[src/rtl/drain_sched.sv]
// rtl/drain_sched.sv - round-robin drain of four FIFOs into one sink with per-channel delivery counters

module drain_sched #(
    parameter int DATA_SIZE = 12,
    parameter int CNT_SIZE  = 5
) (
    input  logic                 clk,
    input  logic                 reset_L,
    input  logic                 init,
    input  logic [3:0]           empty,
    input  logic [DATA_SIZE-1:0] data_in0,
    input  logic [DATA_SIZE-1:0] data_in1,
    input  logic [DATA_SIZE-1:0] data_in2,
    input  logic [DATA_SIZE-1:0] data_in3,
    input  logic                 sink_ready,
    output logic                 pop0,
    output logic                 pop1,
    output logic                 pop2,
    output logic                 pop3,
    output logic [DATA_SIZE-1:0] data_out,
    output logic                 valid_out,
    input  logic                 req,
    input  logic [2:0]           idx,
    output logic [CNT_SIZE-1:0]  data_out_cont,
    output logic                 valid_cont
);

    localparam logic [1:0] ST_RESET  = 2'd0;
    localparam logic [1:0] ST_INIT   = 2'd1;
    localparam logic [1:0] ST_IDLE   = 2'd2;
    localparam logic [1:0] ST_ACTIVE = 2'd3;

    logic [1:0]          state;
    logic [1:0]          next_state;
    logic [1:0]          ptr;
    logic [3:0]          pop_q;
    logic [3:0]          pop_next;
    logic [1:0]          pop_ch;
    logic                pop_found;
    logic [1:0]          cand;
    logic [3:0]          pop_d;
    logic [1:0]          d_ch;
    logic [DATA_SIZE-1:0] d_word;
    logic [1:0]          src;
    logic [CNT_SIZE-1:0] cnt [4];
    logic [CNT_SIZE-1:0] cnt_sum;

    assign pop0 = pop_q[0];
    assign pop1 = pop_q[1];
    assign pop2 = pop_q[2];
    assign pop3 = pop_q[3];

    // Next-state decision; init overrides everything else
    always_comb begin
        next_state = state;
        if (init) begin
            next_state = ST_INIT;
        end else begin
            case (state)
                ST_RESET:  next_state = ST_IDLE;
                ST_INIT:   next_state = ST_IDLE;
                ST_IDLE:   next_state = (sink_ready && !(&empty)) ? ST_ACTIVE : ST_IDLE;
                ST_ACTIVE: next_state = (!sink_ready || (&empty)) ? ST_IDLE : ST_ACTIVE;
                default:   next_state = ST_IDLE;
            endcase
        end
    end

    // Round-robin pick for the next cycle's pop. The channel popped this
    // cycle is skipped because its empty flag still counts the word being
    // removed, so a second back-to-back pop could underflow the FIFO.
    always_comb begin
        pop_next  = 4'b0000;
        pop_found = 1'b0;
        pop_ch    = ptr;
        cand      = ptr;
        for (int k = 0; k < 4; k++) begin
            cand = ptr + 2'(k);
            if (!pop_found && !empty[cand] && !pop_q[cand]) begin
                pop_found = 1'b1;
                pop_ch    = cand;
            end
        end
        if (next_state == ST_ACTIVE && pop_found) begin
            pop_next[pop_ch] = 1'b1;
        end
    end

    // State register
    always_ff @(posedge clk) begin
        if (!reset_L) begin
            state <= ST_RESET;
        end else begin
            state <= next_state;
        end
    end

    // Registered pop strobes and round-robin pointer
    always_ff @(posedge clk) begin
        if (!reset_L) begin
            pop_q <= 4'b0000;
            ptr   <= 2'd0;
        end else begin
            pop_q <= pop_next;
            if (|pop_next) begin
                ptr <= pop_ch + 2'd1;
            end
        end
    end

    // Channel whose read data is on data_inN this cycle
    always_comb begin
        d_ch = 2'd0;
        if (pop_d[1]) d_ch = 2'd1;
        if (pop_d[2]) d_ch = 2'd2;
        if (pop_d[3]) d_ch = 2'd3;
    end

    // Read-data select for the channel popped last cycle
    always_comb begin
        case (d_ch)
            2'd0:    d_word = data_in0;
            2'd1:    d_word = data_in1;
            2'd2:    d_word = data_in2;
            default: d_word = data_in3;
        endcase
    end

    // Delivery pipeline: runs independently of sink_ready so an issued pop is never dropped
    always_ff @(posedge clk) begin
        if (!reset_L) begin
            pop_d     <= 4'b0000;
            data_out  <= '0;
            valid_out <= 1'b0;
            src       <= 2'd0;
        end else begin
            pop_d     <= pop_q;
            valid_out <= |pop_d;
            if (|pop_d) begin
                data_out <= d_word;
                src      <= d_ch;
            end
        end
    end

    // Per-channel delivery counters, cleared in reset and held at zero in INIT
    always_ff @(posedge clk) begin
        if (!reset_L || state == ST_INIT) begin
            for (int i = 0; i < 4; i++) begin
                cnt[i] <= '0;
            end
        end else if (valid_out) begin
            cnt[src] <= cnt[src] + 1'b1;
        end
    end

    // Modular sum of all counters for the idx=4 read
    always_comb begin
        cnt_sum = cnt[0] + cnt[1] + cnt[2] + cnt[3];
    end

    // Counter read port; samples pre-increment values when a delivery lands the same cycle
    always_ff @(posedge clk) begin
        if (!reset_L) begin
            data_out_cont <= '0;
            valid_cont    <= 1'b0;
        end else if (req && idx < 3'd4) begin
            data_out_cont <= cnt[idx[1:0]];
            valid_cont    <= 1'b1;
        end else if (req && idx == 3'd4) begin
            data_out_cont <= cnt_sum;
            valid_cont    <= 1'b1;
        end else begin
            data_out_cont <= '0;
            valid_cont    <= 1'b0;
        end
    end

endmodule
[config.mk]
export PLATFORM = sky130hd
export DESIGN_NAME = drain_sched
export DESIGN_NICKNAME = d
export VERILOG_FILES = /design/src/rtl/drain_sched.sv
export SDC_FILE = /design/constraint.sdc
export NUM_CORES = 1
export LEC_CHECK = 0
export ABC_AREA = 1
export CAP_MARGIN = 10
export CORE_MARGIN = 3
export CORE_UTILIZATION = 39
export CTS_BUF_LIST = sky130_fd_sc_hd__clkbuf_2 sky130_fd_sc_hd__clkbuf_4 sky130_fd_sc_hd__clkbuf_8
export DETAILED_ROUTE_END_ITERATION = 8
export DONT_BUFFER_PORTS = 1
export GPL_ROUTABILITY_DRIVEN = 0
export SLEW_MARGIN = 30
export SYNTH_ARGS = -nofsm -noshare
export SYNTH_HDL_FRONTEND = slang
export SYNTH_SLANG_ARGS = --single-unit
[constraint.sdc]
create_clock -name clk -period 3.6 [get_ports clk]
set_input_delay 0.36 -clock clk [delete_from_list [all_inputs] [get_ports clk]]
set_output_delay 0.36 -clock clk [all_outputs]
set_load 0.01 [all_outputs]
==> results by group, run 1 <==
Run status
  – Status: finished clean

Worst setup path
  – Critical path launch point type: flip-flop
  – CP endpoint kind: flip-flop
  – Crit path DAT: 2.83 ns
  – Crit-path max FO: 4
  – R2R Setup Slk: 1.01 ns
  – Data required, critical path: 3.84 ns
  – Kind of critical path: reg2reg

Routing
  – Via count of the routed design: 2757
  – DR vias/cell: 5.25
  – Initial DRC Count: 151
  – Drt first pass iters: 5
  – DR DRC count: 0
  – Avg WL per Cell: 14.4 µm
  – Post-route ant nets: 0
  – Routed WL: 7560 µm

Worst hold path
  – Hold WC Path Type: in2reg

Finish
  – Commonest non-fill, non-tap cell in the layout: nand2_1
  – Post-route insts no fill: 525
  – # nets final: 495
  – Finished Core Util: 43.3%
  – Most frequent cells in the layout: nand2_1 (88), inv_1 (54), nor2_1 (36)
  – # diodes: 0
  – P&R area growth vs syn: 4.55%
  – Share of cells above drive strength 1: 13.5%

Clock network
  – Cts-stage hold buffer count: 0
  – CTS Buf Count: 5
  – CTS Sinks: 55
  – Resized cells post-CTS: 0
  – # Post-CTS Setup Buffers: 0
  – Root Buffer: clkbuf_8
  – Clk_lat worst skew: 0.30 ns
  – Reg clk slew, reported paths: 0.10 ns
  – Htree depth: 2
  – Longest Clk Path Bufs: 2
  – CTS tree: yes

STA
  – Final Critical Period: 2.59 ns
  – Worst Hold Slack: 0.142 ns
  – # setup viols final: 0
  – Max Clock Skew: 0.0137 ns
  – RSZ-0062 raised after global routing: no
  – Slew Limit Fails: 0
  – Fin crit share: 72.1%
  – Total negative slack: 0 ns
  – Rel. slew slack: 47.1%
  – Fmax: 386 MHz
  – Least-Margin Pin Slew: 0.791 ns
  – Final Hold Viols: 0

Floorplanning
  – Die Y: 98.0 µm
  – Starting Density: 41.5%
  – I/O pin count: 83
  – Core area: 7970 µm²
  – Die W: 98.0 µm
  – Core Rows: 32
  – Die area: 9610 µm²

Yosys
  – Synth area leader: dfxtp_1
  – Cell area after synthesis: 3300 µm²
  – Main area contributors after synthesis: dfxtp_1 (21%), edfxtp_1 (18%), nand2_1 (10%)
  – Synth cell types: 37
  – Warnings from Yosys: 0
  – Synth top area share: 21.2%
  – Post-Syn Nets: 500
  – Synth Register Bits: 55
  – Cell count after synthesis: 427
  – Sequential-to-total area share from yosys stat: 39.4%
  – Mean Syn Cell Area: 7.74 µm²

Place
  – Placed insts: 517
  – DP HPWL: 5970 µm
  – Port bufs: 0

GRT
  – Vias in the first global route: 2663
  – Remaining global-route overflow: 0
  – Initial antenna violation count: 0
  – Grt met2 use: 25.9%
  – Most Crowded Layer GR: met2
  – Gr usage total: 15.6%
  – Global-route wire length before repair: 12500 µm
  – GRT met3 Usage: 4.00%
  – Grt met1 use: 20.5%
  – Pin count of the biggest net entering global routing: 19

Run
  – Max Cap Viol: 0

Power and ir drop
  – Leak Pwr: 0.00151 µW
  – VDD IR-drop max: 0.000161 V
  – Pwr Density: 349 nW/µm²
==> area by class of cell <==
| class | instances | area, µm² |
|---|---|---|
| clock buffers | 6 | 76.3 |
| multi-input cells | 298 | 1700 |
| repair buffers | 1 | 7.51 |
| inverters | 61 | 231 |
| well taps | 102 | 128 |
| flip-flops and latches | 55 | 1300 |
| fillers | 797 | 4510 |
| clock inverters | 2 | 11.3 |
==> critical path, cell delays in order (launching register included) <==
cell	delay [ns]
edfxtp_1	0.47
fa_1	0.60
fa_1	0.43
ha_1	0.35
nand2_1	0.07
nand2_1	0.05
a31oi_1	0.24
inv_1	0.07
nand2_1	0.07
nand3_1	0.06
a21oi_1	0.13
==> synth_stat cells (all sizes together) <==
cell	n
nor2	41
fa	8
nand2	102
dfxtp	35
a31oi	3
a21oi	28
nand4	10
o22ai	4
o21ai	46
clkbuf	3
nor3	3
buf	10
or2	2
a31o	1
a221oi	4
nand3	36
edfxtp	20
xor2	2
ha	5
xnor2	2
a32oi	1
inv	61
==> power by group <==
part | switching, µW | total (µW) | internal (µW)
logic | 114 | 182 | 67.9
clock network | 197 | 342 | 145
registers | 19.9 | 683 | 663
total | 331 | 1210 | 876
==> state kept, by name, indices dropped and copies added, names as in the netlist, 2 cells and up, named ones only <==
name           cells
cnt               20
data_out          12
data_out_cont      5
pop_d              4
pop_q              4
ptr                2
src                2
state              2
==> worst paths after layout <==
kind / end / depth (start not counted) / from
max: data_out_cont[4] / 10 / cnt[3][3]
min: state[1] / 1 / init
max reg2reg: data_out_cont[4] / 10 / cnt[3][3]
min reg2reg: pop_d[3] / 2 / pop_q[3]
==> kinds of logic (layout without fill, tap and decap cells) <==
group / after synthesis / in the layout / share of synthesized area, %
adders and majority gates: 13 / 13 / 6.74
xor gates and xnor gates: 4 / 4 / 1.06
DFF: 55 / 55 / 39.4
and+or+nand+nor: 194 / 194 / 28.9
buffers and inverters: 74 / 70 / 9.20
AOI/OAI and AO/OA: 87 / 87 / 14.7
==> layer usage <==
layer | part of all wire, % | vias to the layer above
met4 | 0.34 | 0
met1 | 45 | 1291
li1 | - | 1391
met2 | 49 | 73
met3 | 6.3 | 2
met5 | 0 | -
==> metrics by stage <==
stage / area [µm²] / setup slack (ns) / power (µW)
after floorplan: 3300 / 1.20 / 848
after global routing: 3450 / 0.857 / 1280
after global placement: 3370 / 1.13 / 875
final: 3450 / 1.01 / 1210
after detailed placement: 3370 / 1.07 / 880
after CTS: 3450 / 1.04 / 1220
No activity file was read; power rests on OpenSTA's default activity.
==> run 2: changes to the inputs <==
Settings changed: ABC_AREA 1 to 0.
Clock period 3.6 ns to 2.6 ns, I/O delays scaled along.
==> run 2 against run 1 <==
  * Total power up 36%
  * Clock-buffer cell count is the same
  * Combinational power is 14% higher
  * Sequential power grew 38%
  * Critical path depth fell by 1
  * Global-route usage fell by 2.1 points
  * Via count down 26%
  * Non-clock buffer count grew 3
  * Wire length is 21% lower
  * Sequential share of layout area up 2.1 points
  * Clock power is 42% higher
  * Critical endpoint is now data_out_cont[3]
  * Largest power group unchanged
==> results by group, run 2 <==
Run status
  – Status: finished clean

Yosys
  – Post-Synth Adder-Cell Area: 7.16%
  – Synth top area share: 22.5%
  – Ys async rst share: 0%
  – Post-synthesis mux area share: 15.3%
  – Main area contributors after synthesis: dfxtp_1 (23%), edfxtp_1 (19%), mux2i_1 (8.0%)
  – Cell area after synthesis: 3110 µm²
  – Sequential-to-total area share from yosys stat: 41.8%
  – Synth cell count leaders: dfxtp_1 (35), nand2_1 (33), mux2i_1 (25), nor2_1 (25), inv_1 (22)
  – Cell count after synthesis: 290
  – Xor-xnor portion of the synthesized cell area: 3.22%
  – Simple-gate share of the synthesized area: 13.8%
  – Synth Register Bits: 55
  – EDFF count, synth: 20
  – Synth cell types: 49
  – Synth Flop Type: dfxtp_1
  – Post-Syn Nets: 363
  – Largest family of logic cells by synthesized area: multiplexers
  – Synth area leader: dfxtp_1
  – Mean Syn Cell Area: 10.7 µm²
  – Count leader, synth: dfxtp_1
  – Warnings from Yosys: 0
  – Synth Area in Compound Gates: 13.1%

Finish
  – Post-route insts no fill: 384
  – Commonest non-fill, non-tap cell in the layout: dfxtp_1
  – Most frequent cells in the layout: dfxtp_1 (35), nand2_1 (33), nor2_1 (25), mux2i_1 (25), edfxtp_1 (20)
  – # diodes: 0
  – # nets final: 357
  – Largest Register: cnt
  – Top Registers: cnt x20, data_out x12, data_out_cont x5
  – P&R area growth vs syn: 5.23%
  – Share of cells above drive strength 1: 13.3%
  – Max FFs per register: 20

Worst setup path
  – Crit path DAT: 2.69 ns
  – CP endpoint kind: flip-flop
  – Kind of critical path: reg2reg
  – CP max-delay cell: fa_1
  – Worst path cell trace: inv_1, fa_1, fa_1, inv_1, ha_1, fa_2, xor2_1, a22oi_1, nor2b_1
  – Data required, critical path: 2.81 ns
  – Critical path launch point type: flip-flop
  – CP max stage delay: 0.49 ns
  – Crit-path max FO: 3

Routing
  – Drt first pass iters: 4
  – Post-route ant nets: 0
  – Initial DRC Count: 83
  – Avg WL per Cell: 15.6 µm
  – Via count of the routed design: 2029
  – DR vias/cell: 5.28
  – Routed WL: 6010 µm
  – DR DRC count: 0

Floorplanning
  – Die area: 9080 µm²
  – Starting Density: 41.6%
  – Core Rows: 31
  – Core area: 7490 µm²
  – I/O pin count: 83
  – Die W: 95.3 µm
  – Die Y: 95.3 µm

Place
  – Placed insts: 375
  – DP HPWL: 4600 µm
  – Port bufs: 0

STA
  – Least-Margin Pin Slew: 0.783 ns
  – Fmax: 403 MHz
  – # setup viols final: 0
  – Final Critical Period: 2.48 ns
  – RSZ-0062 raised after global routing: no
  – Total negative slack: 0 ns
  – Rel. slew slack: 47.8%
  – Slew Limit Fails: 0
  – Worst Hold Slack: 0.0752 ns
  – Max Clock Skew: 0.00490 ns
  – Fin crit share: 95.4%
  – Final Hold Viols: 0

Worst hold path
  – Hold WC Path Type: in2reg

GRT
  – Pin count of the biggest net entering global routing: 32
  – Remaining global-route overflow: 0
  – Vias in the first global route: 1905
  – Global-route wire length before repair: 9520 µm
  – Initial antenna violation count: 0
  – Gr usage total: 13.4%

Clock network
  – Htree depth: 2
  – Reg clk slew, reported paths: 0.10 ns
  – Root Buffer: clkbuf_8
  – CTS Buf Count: 5
  – CTS tree: yes
  – Longest Clk Path Bufs: 2
  – # Post-CTS Setup Buffers: 0
  – CTS Sinks: 55
  – Clk_lat worst skew: 0.30 ns

Power and ir drop
  – VDD IR-drop max: 0.000186 V
  – Pwr Density: 500 nW/µm²
  – Leak Pwr: 0.00132 µW

Run
  – Max Cap Viol: 0
[run 2: final cells by class]
type                            count  area (µm²)
Fill cell                         717        4210
Multi-Input combinational cell    196        1640
Inverter                           22        82.6
Sequential cell                    55        1300
Timing Repair Buffer                4        32.5
Tap cell                           99         124
Clock buffer                        6        82.6
Clock inverter                      2        10.0
[run 2: cells by family after synthesis]
kind of cell / after synthesis
adders and majority gates: 13
and+or+nand+nor: 89
xor gates and xnor gates: 9
AOI/OAI and AO/OA: 50
DFF: 55
buffers and inverters: 39
muxes: 35
[run 2: power breakdown]
group,internal [µW],switching [µW]
logic,107,100
clock network,214,271
registers,919,26.7
total,1240,398
[run 2: metal layers]
metal | vias up | part of all wire [%] | GRT usage [%]
li1 | 1008 | - | -
met5 | - | 0 | 0
met1 | 954 | 46 | 19.4
met3 | 6 | 6.8 | 3.95
met4 | 0 | 0.80 | 2.52
met2 | 61 | 46 | 20.1
[run 2: worst max-delay path: cells and delay by family, from the launching register on]
family	cells	cell delay [ns]
adders and majority gates	4	1.47
DFF	1	0.41
AOI/OAI and AO/OA	1	0.16
xor gates and xnor gates	1	0.14
buffers and inverters	2	0.13
and+or+nand+nor	1	0.06
[run 2: stage by stage]
step	cell area, µm²	total power [µW]	setup WS, ns	util [%]
6_report	3270	1640	0.119	43.7
5_1_grt	3270	1730	0.00460	43.7
4_1_cts	3270	1660	0.0287	43.6
3_5_place_dp	3160	1170	0.0323	42.3
3_3_place_gp	3160	1160	0.0861	42.3
2_1_floorplan	3110	1140	0.144	-
[run 2: timing repair]
action,in CTS,in global routing
endpoints found under the hold margin,1,0
hold buffers,1,0
setup endpoints to repair,0,3
resized for setup,0,5
[run 2: path summary, 6_finish.rpt]
check        cells past startpoint  slack [ns]                to        start
max                              9        0.12  data_out_cont[3]    cnt[1][1]
min                              1        0.08        valid_cont      reset_L
max reg2reg                      9        0.12  data_out_cont[3]    cnt[1][1]
min reg2reg                      1        0.58       data_out[9]  data_out[9]
==> run 3: changes to the inputs <==
Settings changed: CORE_UTILIZATION 39 to 45, GPL_TIMING_DRIVEN set to 0.
==> run 3 against run 2 <==
  * Total power rose by 1.4%
  * Clock skew rose by 0.0021 ns
  * Final cell count fell by 2.1%
  * Critical path depth did not move
  * Worst setup slack got worse by 0.026 ns
  * First-iteration DRC count fell by 18%
  * Clock-buffer cell count rose by 1
  * Hold slack improved by 0.019 ns
==> results by group, run 3 (same netlist as run 2, synthesis figures left out) <==
Power and ir drop
  – Leak Pwr: 0.00136 µW
  – Cell internal pwr: 1240 µW
  – Pwr Density: 500 nW/µm²
  – Reg power frac: 56.9%
  – Power share of the combinational group: 13.2%
  – Net Switching: 416 µW
  – Final Power: 1660 µW
  – Sw frac: 25.1%
  – Clock share of power: 29.9%
  – VDD IR-drop max: 0.000192 V

Floorplanning
  – Die area: 7950 µm²
  – I/O pin count: 83
  – Core Rows: 29
  – Starting Density: 47.6%
  – Die W: 89.1 µm
  – Die Y: 89.1 µm
  – Core area: 6530 µm²

Routing
  – DR vias/cell: 5.59
  – Post-route ant nets: 0
  – Avg WL per Cell: 16.3 µm
  – Via count of the routed design: 2101
  – Initial DRC Count: 68
  – Drt first pass iters: 4
  – DR DRC count: 0
  – Routed WL: 6130 µm

GRT
  – Remaining global-route overflow: 0
  – Pin count of the biggest net entering global routing: 17
  – Gr usage total: 16.1%
  – Initial antenna violation count: 0
  – Vias in the first global route: 2096
  – Global-route wire length before repair: 9900 µm

Finish
  – Sequential cell area: 1300 µm²
  – Max FFs per register: 20
  – Most frequent cells in the layout: dfxtp_1 (35), nand2_1 (33), nor2_1 (25), mux2i_1 (25), edfxtp_1 (20)
  – Largest Register: cnt
  – Multi-input gate area: 1640 µm²
  – # diodes: 0
  – Finished Core Util: 50.8%
  – # nets final: 371
  – Design area: 3320 µm²
  – Commonest non-fill, non-tap cell in the layout: dfxtp_1
  – Top Registers: cnt x20, data_out x12, data_out_cont x5
  – Post-route insts no fill: 376
  – Share of cells above drive strength 1: 15.7%
  – Fillers: 610
  – P&R area growth vs syn: 6.68%

Worst setup path
  – CP endpoint kind: flip-flop
  – Worst path buffer plus inverter count: 2
  – CP max-delay cell: fa_1
  – Most frequent CP cell: fa_1
  – R2R depth: 9
  – RR Endpoint: data_out_cont[3]
  – R2R Setup Slk: 0.09 ns
  – Delay-heaviest family, CP: adder cells
  – Crit-path max FO: 3
  – Critical path launch point type: flip-flop
  – Launching point of the worst reg2reg path: cnt[2][1]
  – Kind of critical path: reg2reg
  – CP max stage delay: 0.52 ns
  – Data required, critical path: 2.80 ns
  – Crit path DAT: 2.71 ns
  – Worst path cell trace: inv_2, fa_1, fa_1, inv_1, ha_2, fa_2, xor2_1, a22oi_1, nor2b_1

Clock network
  – CTS tree: yes
  – CTS Sinks: 55
  – Longest Clk Path Bufs: 2
  – CTS Buf Count: 5
  – Reg clk slew, reported paths: 0.09 ns
  – Root Buffer: clkbuf_8
  – Htree depth: 2
  – Clk_lat worst skew: 0.31 ns
  – # Post-CTS Setup Buffers: 0

Run status
  – Status: finished clean

Worst hold path
  – Hold WC Path Type: in2reg
  – Hold depth: 1
  – Hold Path Origin: init
  – Hold Path Sink: state[0]

STA
  – Max Clock Skew: 0.00702 ns
  – Fmax: 399 MHz
  – Total negative slack: 0 ns
  – Rel. slew slack: 52.3%
  – RSZ-0062 raised after global routing: yes
  – Final Hold Viols: 0
  – Least-Margin Pin Slew: 0.710 ns
  – # setup viols final: 0
  – Slew Limit Fails: 0
  – Final Critical Period: 2.51 ns
  – Fin crit share: 96.4%

Place
  – DP HPWL: 4850 µm
  – Placed insts: 367
  – Port bufs: 0
  – Placed cell area: 3210 µm²

Run
  – Max Cap Viol: 0
==> run 3: cell types whose count changed in the layout (fill, tap and decap cells not counted), sizes merged <==
cell	change
buf	+5
clkinv	-1
clkbuf	+10
==> run 3: final cells by class <==
| type | instances | area share, % |
|---|---|---|
| Inverter | 22 | 2.49 |
| Multi-Input combinational cell | 196 | 49.5 |
| Clock inverter | 1 | 0.264 |
| Clock buffer | 7 | 2.53 |
| Tap cell | 77 | 2.90 |
| Timing Repair Buffer | 1 | 0.302 |
| Buffer | 17 | 2.79 |
| Sequential cell | 55 | 39.2 |
==> run 3: per-layer routing <==
layer,wire length [µm],vias up,GRT usage (%)
met5,0,-,0
met4,73,0,5.01
met2,2970,56,26.1
li1,-,1035,-
met1,2770,1003,21.6
met3,318,7,3.41
==> run 3: stage by stage <==
step | setup WS [ns] | hold WS (ns)
after floorplan | 0.144 | 0.332
after CTS | 0.00151 | 0.00181
after global placement | 0.0464 | 0.332
after detailed placement | 0.00561 | 0.335
final | 0.0929 | 0.0939
after global routing | -0.0274 | 0.0830
==> run 3: worst max path at each step <==
stage                   start               end  slack [ns]  cells after the start
finish              cnt[2][1]  data_out_cont[3]        0.09                      9
global route        cnt[3][2]  data_out_cont[4]       -0.03                     10
CTS                 cnt[2][1]  data_out_cont[3]       0.002                      9
detailed placement  cnt[2][1]  data_out_cont[3]       0.006                      9
global placement    cnt[2][2]  data_out_cont[4]        0.05                     10
floorplan           cnt[2][1]  data_out_cont[3]        0.14                      9
==> run 3: what timing repair did <==
item                                    CTS  global route
hold buffers                              0             1
gates resized for setup                   1             7
pin swaps                                 0             4
hold endpoints to repair                  0             1
endpoints found under the setup margin    1             3
==> run 3: worst reg2reg max path, stage by stage, from the launching register on <==
cell and delay, ns:
edfxtp_1 0.41, inv_2 0.06, fa_1 0.49, fa_1 0.52, inv_1 0.04, ha_2 0.18
fa_2 0.34, xor2_1 0.14, a22oi_1 0.15, nor2b_1 0.06
==> run 3: power by group through the flow <==
stage	registers, µW	logic [µW]	clock network (µW)
after detailed placement	965	215	0
after floorplan	956	181	0
final	945	219	496
after global routing	950	250	540
after global placement	963	210	0
after CTS	945	216	510
